`config.mk`:
```
export PLATFORM = sky130hd
export DESIGN_NAME = pipe_controller
export DESIGN_NICKNAME = d
export VERILOG_FILES = /design/src/rtl/pipe_controller.sv
export SDC_FILE = /design/constraint.sdc
export NUM_CORES = 1
export LEC_CHECK = 0
export BUFFER_PORTS_ARGS = -buffer_cell sky130_fd_sc_hd__buf_2
export CAP_MARGIN = 25
export CORE_MARGIN = 10
export CORE_UTILIZATION = 25
export CTS_BUF_LIST = sky130_fd_sc_hd__clkbuf_2
export DETAILED_ROUTE_END_ITERATION = 10
export SLEW_MARGIN = 10
export SYNTH_ARGS = -nofsm -noshare
export SYNTH_HDL_FRONTEND = slang
export SYNTH_SLANG_ARGS = --single-unit
```
`constraint.sdc`:
```
create_clock -name clk -period 1.69 [get_ports clk]
set_input_delay 0.338 -clock clk [delete_from_list [all_inputs] [get_ports clk]]
set_output_delay 0.338 -clock clk [all_outputs]
set_load 0.01 [all_outputs]
```
`src/rtl/pipe_controller.sv`:
```
// Pipelined MIPS control: decodes op/funct in D and carries
// control bundles through E/M/W with stall and flush support.
package pipe_controller_pkg;
  typedef struct packed {
    logic       regwrite;
    logic       memtoreg;
    logic       memwrite;
    logic       alusrc;
    logic       regdst;
    logic [2:0] alucontrol;
  } id_ex_t;

  typedef struct packed {
    logic regwrite;
    logic memtoreg;
    logic memwrite;
  } ex_mem_t;

  typedef struct packed {
    logic regwrite;
    logic memtoreg;
  } mem_wb_t;

  localparam logic [5:0] OP_RTYPE = 6'b000000;
  localparam logic [5:0] OP_LW    = 6'b100011;
  localparam logic [5:0] OP_SW    = 6'b101011;
  localparam logic [5:0] OP_BEQ   = 6'b000100;
  localparam logic [5:0] OP_ADDI  = 6'b001000;
  localparam logic [5:0] OP_J     = 6'b000010;
  localparam logic [5:0] OP_ANDI  = 6'b001100;
  localparam logic [5:0] OP_ORI   = 6'b001101;
  localparam logic [5:0] OP_SLTI  = 6'b001010;

  localparam logic [5:0] FN_ADD = 6'b100000;
  localparam logic [5:0] FN_SUB = 6'b100010;
  localparam logic [5:0] FN_AND = 6'b100100;
  localparam logic [5:0] FN_OR  = 6'b100101;
  localparam logic [5:0] FN_SLT = 6'b101010;

  localparam logic [2:0] ALU_AND = 3'b000;
  localparam logic [2:0] ALU_OR  = 3'b001;
  localparam logic [2:0] ALU_ADD = 3'b010;
  localparam logic [2:0] ALU_SUB = 3'b110;
  localparam logic [2:0] ALU_SLT = 3'b111;
endpackage

module pipe_controller
  import pipe_controller_pkg::*;
#(
  parameter int ALUCTRL_W        = 3,
  parameter bit IMM_LOGIC        = 1'b0,
  parameter bit FLUSH_ON_ILLEGAL = 1'b1
) (
  input  logic                 clk,
  input  logic                 rst,
  input  logic [5:0]           opD,
  input  logic [5:0]           functD,
  input  logic                 stallE,
  input  logic                 flushE,
  input  logic                 flushM,
  output logic                 branchD,
  output logic                 jumpD,
  output logic                 illegalD,
  output logic                 regwriteE,
  output logic                 memtoregE,
  output logic                 memwriteE,
  output logic                 alusrcE,
  output logic                 regdstE,
  output logic [ALUCTRL_W-1:0] alucontrolE,
  output logic                 regwriteM,
  output logic                 memtoregM,
  output logic                 memwriteM,
  output logic                 regwriteW,
  output logic                 memtoregW
);

  id_ex_t  dec;
  id_ex_t  e_d, e_q;
  ex_mem_t m_d, m_q;
  mem_wb_t w_d, w_q;
  logic [2:0] alu_r;
  logic       funct_ok;
  logic       flush_e;

  always_comb begin
    alu_r    = ALU_AND;
    funct_ok = 1'b1;
    unique case (1'b1)
      functD == FN_ADD: alu_r = ALU_ADD;
      functD == FN_SUB: alu_r = ALU_SUB;
      functD == FN_AND: alu_r = ALU_AND;
      functD == FN_OR:  alu_r = ALU_OR;
      functD == FN_SLT: alu_r = ALU_SLT;
      default:          funct_ok = 1'b0;
    endcase
  end

  always_comb begin
    dec      = '0;
    branchD  = 1'b0;
    jumpD    = 1'b0;
    illegalD = 1'b0;
    unique case (1'b1)
      opD == OP_RTYPE: begin
        if (funct_ok) begin
          dec.regwrite   = 1'b1;
          dec.regdst     = 1'b1;
          dec.alucontrol = alu_r;
        end else begin
          illegalD = 1'b1;
        end
      end
      opD == OP_LW: begin
        dec.regwrite   = 1'b1;
        dec.alusrc     = 1'b1;
        dec.memtoreg   = 1'b1;
        dec.alucontrol = ALU_ADD;
      end
      opD == OP_SW: begin
        dec.alusrc     = 1'b1;
        dec.memwrite   = 1'b1;
        dec.alucontrol = ALU_ADD;
      end
      opD == OP_BEQ: begin
        branchD        = 1'b1;
        dec.alucontrol = ALU_SUB;
      end
      opD == OP_ADDI: begin
        dec.regwrite   = 1'b1;
        dec.alusrc     = 1'b1;
        dec.alucontrol = ALU_ADD;
      end
      opD == OP_J: begin
        jumpD = 1'b1;
      end
      IMM_LOGIC && (opD == OP_ANDI): begin
        dec.regwrite   = 1'b1;
        dec.alusrc     = 1'b1;
        dec.alucontrol = ALU_AND;
      end
      IMM_LOGIC && (opD == OP_ORI): begin
        dec.regwrite   = 1'b1;
        dec.alusrc     = 1'b1;
        dec.alucontrol = ALU_OR;
      end
      IMM_LOGIC && (opD == OP_SLTI): begin
        dec.regwrite   = 1'b1;
        dec.alusrc     = 1'b1;
        dec.alucontrol = ALU_SLT;
      end
      default: illegalD = 1'b1;
    endcase
  end

  // An illegal op may override a stall so it never lingers in E.
  assign flush_e = flushE | (FLUSH_ON_ILLEGAL & illegalD);

  always_comb begin
    e_d = dec;
    if (flush_e) begin
      e_d = '0;
    end else if (stallE) begin
      e_d = e_q;
    end
    m_d = '{e_q.regwrite, e_q.memtoreg, e_q.memwrite};
    if (flushM || stallE) begin
      m_d = '0;
    end
    w_d = '{m_q.regwrite, m_q.memtoreg};
  end

  always_ff @(posedge clk) begin
    if (rst) begin
      e_q <= '0;
      m_q <= '0;
      w_q <= '0;
    end else begin
      e_q <= e_d;
      m_q <= m_d;
      w_q <= w_d;
    end
  end

  assign regwriteE   = e_q.regwrite;
  assign memtoregE   = e_q.memtoreg;
  assign memwriteE   = e_q.memwrite;
  assign alusrcE     = e_q.alusrc;
  assign regdstE     = e_q.regdst;
  assign alucontrolE = ALUCTRL_W'(e_q.alucontrol);
  assign regwriteM   = m_q.regwrite;
  assign memtoregM   = m_q.memtoreg;
  assign memwriteM   = m_q.memwrite;
  assign regwriteW   = w_q.regwrite;
  assign memtoregW   = w_q.memtoreg;

endmodule

```
==> metrics.txt, run 1 <==
max-slew violations 0; H-Tree Depth 1; share of cells above drive strength 1 0.483; period utilization 1.09; DRT iter0 DRCs 10; Final nets between 100 and 150; DRC 0; CP arrival approximately 1.5 ns; die footprint roughly 4800 um^2; Yosys reg bits 13; crit start category input port; worst hold stages 2; Buffers on Ports 32; Synth area leaders dfxtp_1 42%, nor2_1 4.9%, a21oi_1 4.1%; Unique masters post-synth 30; largest net degree at the start of global routing 14; Worst Hold Class input port to flip-flop; Die W between 60 and 70 um; worst-case headroom to the max-slew limit 0.803; Post-DP HPWL 1570 um; routability cong. between 0.8 and 0.9; Mean Syn Cell Area between 8 and 9 um^2; clk buf depth 2; first-pass GRT wire length ~3200 um; Syn Inst Count between 70 and 80; total CTS buffers 3; Die H roughly 70 um; Initial Util 0.270; max_cap viols 0; Worst Path Max Fanout 5; post-route setup TNS -0.389 ns; core area 2280 um^2; register area share after synthesis 0.424; CTS tree done; Post-synth EDFFs 0; Critical Path Sink Type primary output; crit path time final between 1.5 and 2 ns; Worst VDD drop 251 uV; row count 17; final setup vio count 3; Final Hold Vio Count 0; RSZ-0062 raised after global routing yes; outcome finished with violations; fin util 0.432; I/O Pins 33; Slew @ Worst Pin 0.292 ns; required time of the worst setup path ~1.4 ns; Clk Latency, worst-skew pair between 0.2 and 0.3 ns; Post-CTS Hold Fix Bufs 0; Pwr Density around 560 nW/um^2; number of vias in the routed layout ~700; initial antenna violation count 0; Syn Nets 89; Synth area leader dfxtp_1; Via density about 4.8; drt total wl 1960 um; total grt overflow 0; clock-pin slew on the worst setup and hold paths ~0.12 ns; critical path class input port to primary output; root buf cell clkbuf_2; Layout area overhead 59.9%; failing checks negative setup slack; vias in the first global route roughly 740; mapped cell area ~610 um^2; DR pass1 iterations 3; Antenna Nets Post-Route 0; FILL cells between 200 and 250; post-synth top area share 0.424; asr flop ratio synth 0; max FFs per register 3; Ys Warns 0; Achievable Freq 540 MHz; Clock Sinks 13; P_leak roughly 0.45 nW; Antenna Cells 0; top_reg_cell synth dfxtp_1; worst r2r path cells 2; total track usage 0.0782; Wirelength per Cell between 10 and 15 um; worst setup slack after layout -0.160 ns; Clock Skew 0.00753 ns
-- per-stage QoR --
| step | setup slack [ns] | instances | power [mW] | hold WS [ns] | area, um^2 |
|---|---|---|---|---|---|
| after CTS | -0.145 | 145 | 0.557 | 0.255 | 962 |
| final | -0.160 | 146 | 0.553 | 0.264 | 982 |
| after floorplan | -0.109 | 72 | 0.346 | 0.410 | 619 |
| after detailed placement | -0.273 | 138 | 0.388 | 0.451 | 867 |
| after global placement | -0.245 | 138 | 0.387 | 0.444 | 867 |
| after global routing | -0.206 | 146 | 0.586 | 0.249 | 982 |
-- report_power, final --
part	leakage, nW	switching [mW]	internal (mW)
Clock	0.0166	0.0958	0.0628
Sequential	0.105	0.000140	0.307
Combinational	0.328	0.0444	0.0428
-- logic make-up (layout without fill, tap and decap cells) --
| kind of cell | Yosys count | count (layout) | share of synthesized area |
|---|---|---|---|
| AO/OA/AOI/OAI | 14 | 14 | 0.145 |
| buffers and inverters | 4 | 50 | 0.0244 |
| AND/OR/NAND/NOR | 40 | 40 | 0.391 |
| multiplexers | 1 | 1 | 0.0163 |
| flip-flops | 13 | 13 | 0.424 |
-- path summary, 6_finish.rpt --
kind / from / to / slack, ns
worst min-delay path: rst / memtoregW / 0.26
worst max-delay path: opD[0] / illegalD / -0.16
worst min register to register: memtoregM / memtoregW / 0.46
worst max register to register: regwriteE / regwriteE / 1.03
-- metal layers --
layer,vias to the layer above,GRT usage,share of wire
met5,-,0,0
li1,363,-,-
met4,0,0.0399,0.0082
met2,26,0.117,0.44
met1,304,0.0908,0.47
met3,2,0.0357,0.087
-- layout by cell type, fill, tap and decap left out, drive strengths merged, types with 3 or more instances in the layout --
cell type / Yosys / routed
buf: 0 / 44
dfxtp: 13 / 13
nor2: 8 / 8
nand2: 6 / 6
a21oi: 5 / 5
clkbuf: 2 / 4
nor3: 4 / 4
nor4: 3 / 3
and2: 3 / 3
or4b: 3 / 3
a31oi: 3 / 3
-- cell usage after synthesis, drive strengths merged (2+ instances only) --
| library cell | n |
|---|---|
| and2 | 3 |
| nor4 | 3 |
| clkbuf | 2 |
| nand2b | 2 |
| a21oi | 5 |
| nor2b | 2 |
| nand2 | 6 |
| or4b | 3 |
| inv | 2 |
| nor3 | 4 |
| nor2 | 8 |
| a31oi | 3 |
| dfxtp | 13 |
-- area by class of cell --
type / instances / area [um^2] / share of cell area
clock buffer: 4 / 20.0 / 0.0204
inverter: 2 / 7.51 / 0.00764
multi-input combinational: 55 / 383 / 0.390
sequential: 13 / 260 / 0.265
tap: 28 / 35.0 / 0.0357
timing repair buffer: 44 / 277 / 0.282
-- critical path, stage by stage --
cell and delay (ns):
buf_8 0.10, or4_4 0.55, and4b_2 0.33, nor3_2 0.04, buf_2 0.15
-- what timing repair did --
item	CTS	global route
pin swaps	4	2
cloned	0	0
endpoints found under the setup margin	2	4
resized for setup	10	3
setup buffers	3	1
(Power assumes the default switching activity.)
==> run 2, diff against run 1 <==
- CTS_CLUSTER_DIAMETER: unset -> 50
- SETUP_SLACK_MARGIN: unset -> 0.2
==> run 2 against run 1 <==
Effect of this change: the flow still finishes with violations (negative setup slack); setup slack improved by 0.0046 ns; critical path depth did not move; largest cell class unchanged; critical endpoint unchanged; routed wire length grew 5.5%; clock power about the same.
==> metrics.txt, run 2 (same netlist as run 1, synthesis figures left out) <==
outcome finished with violations; failing checks negative setup slack; largest net degree at the start of global routing 14; DRT iter0 DRCs 24; Die H slightly below 70 um; worst setup slack after layout -0.156 ns; CTS tree done; required time of the worst setup path 1.35 ns; period utilization 1.09; H-Tree Depth 1; total CTS buffers 3; most common cell after layout, fill and taps aside buf_2; Layout area overhead 79.0%; first-pass GRT wire length ~3500 um; clock-pin slew on the worst setup and hold paths roughly 0.13 ns; Critical Path Sink Type primary output; crit path time final 1.85 ns; max-slew violations 0; vias in the first global route about 790; Antenna Nets Post-Route 0; Via density 4.77; worst-case headroom to the max-slew limit 0.782; max FFs per register 3; Wirelength per Cell roughly 14 um; Worst VDD drop 255 uV; Clock Skew between 0.009 and 0.01 ns; drt total wl between 2000 and 2500 um; RSZ-0062 raised after global routing yes; Die W about 70 um; Initial Util 0.270; worst hold stages 2; most frequent cells in the layout 27 x buf_2, 13 x dfxtp_1, 11 x buf_6; routability cong. just over 0.8; crit start category input port; fin util 0.483; worst r2r path cells 2; max_cap viols 0; critical path class input port to primary output; die footprint roughly 4800 um^2; final setup vio count 4; number of vias in the routed layout 721; Clock Sinks 13; Worst Hold Class input port to flip-flop; share of cells above drive strength 1 0.561; hold path start rst; Pwr Density 518 nW/um^2; clk buf depth 2; initial antenna violation count 0; Achievable Freq around 540 MHz; hold slack 0.267 ns; Buffers on Ports 32; root buf cell clkbuf_2; total grt overflow 0; Worst Path Max Fanout 3; core area around 2300 um^2; CP arrival roughly 1.5 ns; Final nets 141; worst r2r src alusrcE; total track usage 0.0849; Antenna Cells 0; Clk Latency, worst-skew pair around 0.26 ns; DR pass1 iterations 4; P_leak between 0.4 and 0.5 nW; Slew @ Worst Pin approximately 0.32 ns; DRC 0; Worst Setup SP opD[3]; I/O Pins 33; row count 17; Final Hold Vio Count 0
==> run 2: cell count changes in the layout (fill, tap and decap cells not counted), sizes merged <==
| cell | delta |
|---|---|
| buf | +5 |
==> run 2: report_power, final <==
part | internal [mW] | switching [mW] | leakage, nW
clock network | 0.0628 | 0.0952 | 0.0166
logic | 0.0536 | 0.0510 | 0.374
registers | 0.307 | 0.000149 | 0.105
total | 0.423 | 0.146 | 0.495
==> run 2: path summary, 6_finish.rpt <==
path                             endpoint  slack (ns)
worst max-delay path             illegalD       -0.16
worst min-delay path            regwriteW        0.27
worst max register to register    alusrcE        1.00
worst min register to register    regdstE        0.47
==> run 2: area by class of cell <==
class,count,area [um^2]
multi-input combinational,55,428
fill,222,1180
timing repair buffer,49,349
sequential,13,260
inverter,2,7.51
clock buffer,4,20.0
tap,28,35.0
==> run 2: worst max-delay path, stage by stage <==
cell	delay [ns]
buf_8	0.10
or4_4	0.55
and4b_2	0.33
nor3_2	0.04
buf_2	0.14
==> run 2: timing repair <==
item | CTS | global route
endpoints found under the hold margin | 0 | 0
hold buffers | 0 | 0
resized for setup | 16 | 16
pin swaps | 7 | 4
setup buffers | 6 | 2
endpoints found under the setup margin | 11 | 11
==> run 2: per-layer routing <==
layer / wire length (um) / track usage
met5: 0 / 0
met4: 50 / 0.0421
met3: 163 / 0.0399
met2: 978 / 0.138
met1: 874 / 0.0894
==> run 2: stage by stage <==
| stage | worst slack (ns) | cells | TNS [ns] | area [um^2] | power [mW] |
|---|---|---|---|---|---|
| after floorplan | -0.109 | 72 | -0.154 | 626 | 0.347 |
| after global placement | -0.248 | 139 | -1.50 | 881 | 0.390 |
| after detailed placement | -0.274 | 139 | -1.80 | 881 | 0.391 |
| after CTS | -0.142 | 149 | -0.328 | 1020 | 0.567 |
| after global routing | -0.214 | 151 | -0.622 | 1100 | 0.599 |
| final | -0.156 | 151 | -0.410 | 1100 | 0.569 |
